--- src/rtl/data_memory_arbiter.sv ---
// Arbiter for one single-port data memory shared by the pipeline core and a debug/loader port.
// The core has priority; a debug request that has waited STARVE_LIMIT cycles takes one slot from the core.
//
// state    | meaning
// ---------+----------------------------------------------------------
// IDLE     | debug may be granted this cycle
// DBG_RESP | debug read data returns from memory; dbg_ack pulses
module data_memory_arbiter #(
  parameter int STARVE_LIMIT = 4
) (
  input  logic        clock,
  input  logic        reset,
  input  logic        core_req,
  input  logic        core_we,
  input  logic [31:0] core_addr,
  input  logic [31:0] core_wdata,
  output logic        core_stall,
  output logic [31:0] core_rdata,
  input  logic        dbg_req,
  input  logic        dbg_we,
  input  logic [31:0] dbg_addr,
  input  logic [31:0] dbg_wdata,
  output logic        dbg_ack,
  output logic [31:0] dbg_rdata,
  output logic        mem_en,
  output logic        mem_we,
  output logic [31:0] mem_addr,
  output logic [31:0] mem_wdata,
  input  logic [31:0] mem_rdata
);

  typedef enum logic {IDLE, DBG_RESP} state_t;

  localparam logic [3:0] LIMIT        = 4'(STARVE_LIMIT);
  localparam logic       OWNER_CORE   = 1'b0;
  localparam logic       OWNER_DEBUG  = 1'b1;

  state_t      state;
  state_t      state_next;
  logic [3:0]  starve_cnt;
  logic        rdata_owner;
  logic        rdata_valid;
  logic        dbg_we_q;
  logic        dbg_grant;
  logic        core_grant;

  assign dbg_grant  = !reset && (state == IDLE) && dbg_req &&
                      (!core_req || (starve_cnt == LIMIT));
  assign core_grant = !reset && core_req && !dbg_grant;

  always_ff @(posedge clock) begin
    if (reset) state <= IDLE;
    else       state <= state_next;
  end

  always_comb begin
    state_next = state;
    case (state)
      IDLE:     if (dbg_grant) state_next = DBG_RESP;
      DBG_RESP: state_next = IDLE;
      default:  state_next = IDLE;
    endcase
  end

  // The read-data owner and the debug write flag steer the response cycle.
  always_ff @(posedge clock) begin
    if (reset) begin
      starve_cnt  <= 4'd0;
      rdata_owner <= OWNER_CORE;
      rdata_valid <= 1'b0;
      dbg_we_q    <= 1'b0;
    end else begin
      if (dbg_grant || !dbg_req)
        starve_cnt <= 4'd0;
      else if (starve_cnt < LIMIT)
        starve_cnt <= starve_cnt + 4'd1;

      if (dbg_grant) begin
        rdata_owner <= OWNER_DEBUG;
        dbg_we_q    <= dbg_we;
      end else if (core_grant) begin
        rdata_owner <= OWNER_CORE;
      end
      rdata_valid <= dbg_grant || core_grant;
    end
  end

  always_comb begin
    mem_en     = 1'b0;
    mem_we     = 1'b0;
    mem_addr   = 32'd0;
    mem_wdata  = 32'd0;
    core_stall = 1'b0;
    dbg_ack    = 1'b0;
    dbg_rdata  = 32'd0;
    core_rdata = 32'd0;

    if (dbg_grant) begin
      mem_en     = 1'b1;
      mem_we     = dbg_we;
      mem_addr   = dbg_addr;
      mem_wdata  = dbg_wdata;
      core_stall = core_req;
    end else if (core_grant) begin
      mem_en     = 1'b1;
      mem_we     = core_we;
      mem_addr   = core_addr;
      mem_wdata  = core_wdata;
    end

    if (!reset && state == DBG_RESP) begin
      dbg_ack = 1'b1;
      if (rdata_owner == OWNER_DEBUG && !dbg_we_q) dbg_rdata = mem_rdata;
    end

    if (!reset && rdata_valid && rdata_owner == OWNER_CORE)
      core_rdata = mem_rdata;
  end

endmodule

--- config.mk ---
export PLATFORM = sky130hd
export DESIGN_NAME = data_memory_arbiter
export DESIGN_NICKNAME = d
export VERILOG_FILES = /design/src/rtl/data_memory_arbiter.sv
export SDC_FILE = /design/constraint.sdc
export NUM_CORES = 1
export LEC_CHECK = 0
export BUFFER_PORTS_ARGS = -buffer_cell sky130_fd_sc_hd__buf_2
export CAP_MARGIN = 20
export CORE_AREA = 2 2 115 117
export DETAILED_ROUTE_END_ITERATION = 10
export DIE_AREA = 0 0 117 119
export PLACE_DENSITY = 0.48
export SETUP_SLACK_MARGIN = 0.3
export SYNTH_ARGS = -nofsm -noshare
export SYNTH_HDL_FRONTEND = slang
export SYNTH_SLANG_ARGS = --single-unit
--- constraint.sdc ---
create_clock -name clock -period 1.9 [get_ports clock]
set_input_delay 0.095 -clock clock [delete_from_list [all_inputs] [get_ports clock]]
set_output_delay 0.095 -clock clock [all_outputs]
set_load 0.02 [all_outputs]
==> out/summary.txt <==
Status -> complete, but fails checks
Failing checks -> setup timing
Crit path max-delay family -> buffers and inverters
CTS tree -> built
Post-synthesis sequential area ratio -> 7.52%
Gpl congestion -> 0.836
Placed cells -> 790
Max Root-Sink Buffers -> 2
Post-Syn Nets -> 490
Core ar. -> 12,900 sq um
Average size of a mapped cell -> 6.61 sq um
Endpoints failing hold -> 0
Max Fanout on Critical Path -> 5
IR Drop Worst-Case VDD -> 0.259 mV
Max-cap violations -> 0
Relative slew slack -> 75.9%
First-pass GRT wire length -> 13,800 um
Crit Path Class -> register to output pin
Final WL -> 10,000 um
Die ar. -> 13,900 sq um
1st-pass router iterations -> 4
Max Slew Vio Count -> 0
Die Ht -> 119 um
Vias -> 3,191
Final Cycle Share -> 110%
Commonest cells after routing, fill and taps aside -> buf_2, inv_1, nand2_1
Post-route DRC violation count -> 0
FILL cells -> 1,346
Number of synthesized register bits -> 8
CP Launch Type -> register
Row cnt -> 42
Total congestion overflow -> 0
Root Buffer -> clkbuf_16
Fraction of layout cells with a size suffix above 1 -> 64.5%
Min Tclk post-route -> 2.08 ns
Unrepaired setup endpoints after global routing -> yes
Clock-pin slew on the worst setup and hold paths -> 0.04 ns
Cts bufs inserted -> 3
Starting Density -> 16.5%
Drt wl/cell -> 12.5 um
Final WS setup -> -0.183 ns
Highest Clock Rate -> 480 MHz
Setup Skew -> 0.000282 ns
Input/output buffers -> 297
Post-Synthesis Cells -> 322
Netlist cell types -> 26
Area delta synth->final -> 122%
CP dominant cell by count -> buf_12
WP data required -> 1.80 ns
Power per cell area -> 300 nW/um^2
Tot GR Track Use -> 12.5%
Vias/cell -> 3.96
Slowest CP cell -> dfxtp_2
Max incr delay on CP -> 0.33 ns
Clock H-tree levels -> 1
Die W -> 117 um
Pleak -> 2.75 nW
Fin nets -> 799
Final HPWL DP -> 8150 um
Fin cells -> 805
# clock sinks -> 8
CP Buf/Inv Count -> 5
Tightest Pin Transition -> 0.360 ns
Yosys synthesis warning count -> 0
Hold WC Path Type -> input pin to register
Pin count of the biggest net entering global routing -> 35
Synth Cell Area -> 2130 sq um
Ant diodes -> 0
Initial antenna violation count -> 0
Most common cell after layout, fill and taps aside -> buf_2
DR iter-0 viols -> 54
Num ports -> 298
Crit-path cells -> inv_2, ha_4, and3b_2, o211ai_4, buf_12, buf_16, buf_12, mux2i_2, buf_4
Setup violators final -> 67
Pre-CTS setup slack -> -0.00985 ns
Worst-Skew Late Latency -> 0.23 ns
Arr. time, crit path -> 1.99 ns
Vias in the first global route -> 2,974
Worst setup EP type -> output pin
Setup TNS -> -9.54 ns
Antenna-violating nets left -> 0
==> tightest hold or removal path: cells and delay by family <==
family | cells | cell delay (ns)
AO/OA/AOI/OAI | 1 | 0.09
buffers and inverters | 2 | 0.17
==> Yosys cell counts, drive strengths merged <==
cell type	n	area, sq um
dfxtp	8	160
nor2	5	18.8
clkbuf	3	11.3
and3b	2	17.5
nor2b	3	21.3
ha	2	25.0
mux2i	65	651
o211a	1	10.0
and2	64	400
inv	71	267
nand2	67	251
nor3b	1	12.5
o211ai	2	20.0
nand2b	1	6.26
nand4bb	1	11.3
o22ai	1	6.26
xnor2	1	8.76
buf	18	201
a21oi	3	15.0
o21ai	3	15.0
==> area by class of cell <==
cell class                 count  area (sq um)  area share (%)
inverter                      71           267            5.63
sequential                     8           164            3.46
clock buffer                   3          75.1            1.59
multi-input combinational    222          1870            39.4
timing repair buffer         325          2140            45.3
tap                          176           220            4.65
==> layer usage <==
metal | vias up | part of all wire (%) | global-route usage (%)
li1 | 1582 | - | -
met5 | - | 0 | 0
met3 | 10 | 7.7 | 1.83
met1 | 1418 | 37 | 13.2
met4 | 0 | 1.1 | 1.91
met2 | 181 | 54 | 25.5
==> final timing paths <==
path                                     from           end  slack (ns)  cells past startpoint
worst max-delay path            starve_cnt[1]  mem_addr[13]       -0.18                      9
worst min-delay path                   dbg_we      dbg_we_q        0.18                      3
worst max register to register  starve_cnt[1]   rdata_owner        0.23                      8
worst min register to register       dbg_we_q      dbg_we_q        0.46                      2
==> cell families (layout without fill, tap and decap cells) <==
| kind of cell | count (synthesis) | in the layout | synth area share [%] |
|---|---|---|---|
| flip-flops | 8 | 8 | 7.52 |
| AND/OR/NAND/NOR | 144 | 144 | 34.7 |
| XOR/XNOR | 1 | 1 | 0.411 |
| AO/OA/AOI/OAI | 10 | 10 | 3.11 |
| buffers and inverters | 92 | 399 | 22.5 |
| adder cells (fa/ha/maj) | 2 | 2 | 1.17 |
| multiplexers | 65 | 65 | 30.6 |
==> flip-flops by register name (all words and copies together) (netlist names) <==
signal       count
starve_cnt       4
dbg_we_q         1
rdata_owner      1
rdata_valid      1
state            1
==> through the flow <==
step           instance area, sq um  hold WS [ns]  total power [W]  util, %
2_1_floorplan                  2470         0.164         0.000649        -
3_3_place_gp                   4150         0.403         0.000962     32.3
3_5_place_dp                   4150         0.417         0.000971     32.3
4_1_cts                        4620         0.173          0.00143     35.9
5_1_grt                        4730         0.170          0.00150     36.8
6_report                       4730         0.176          0.00142     36.8
==> repair_timing <==
item                       in CTS  in global routing
gates resized for setup        85                 17
pin swaps                       2                  0
setup endpoints to repair     103                103
hold buffers                    0                  0
cloned                          3                  3
setup buffers                   5                  1
==> power by group <==
group          switching [W]  total [W]  internal, W  leakage (nW)
Combinational       0.000437   0.000886     0.000449          2.65
Clock              0.0000867   0.000358     0.000272        0.0370
Sequential        0.00000304   0.000178     0.000175        0.0666
No activity file was read; power rests on OpenSTA's default activity.
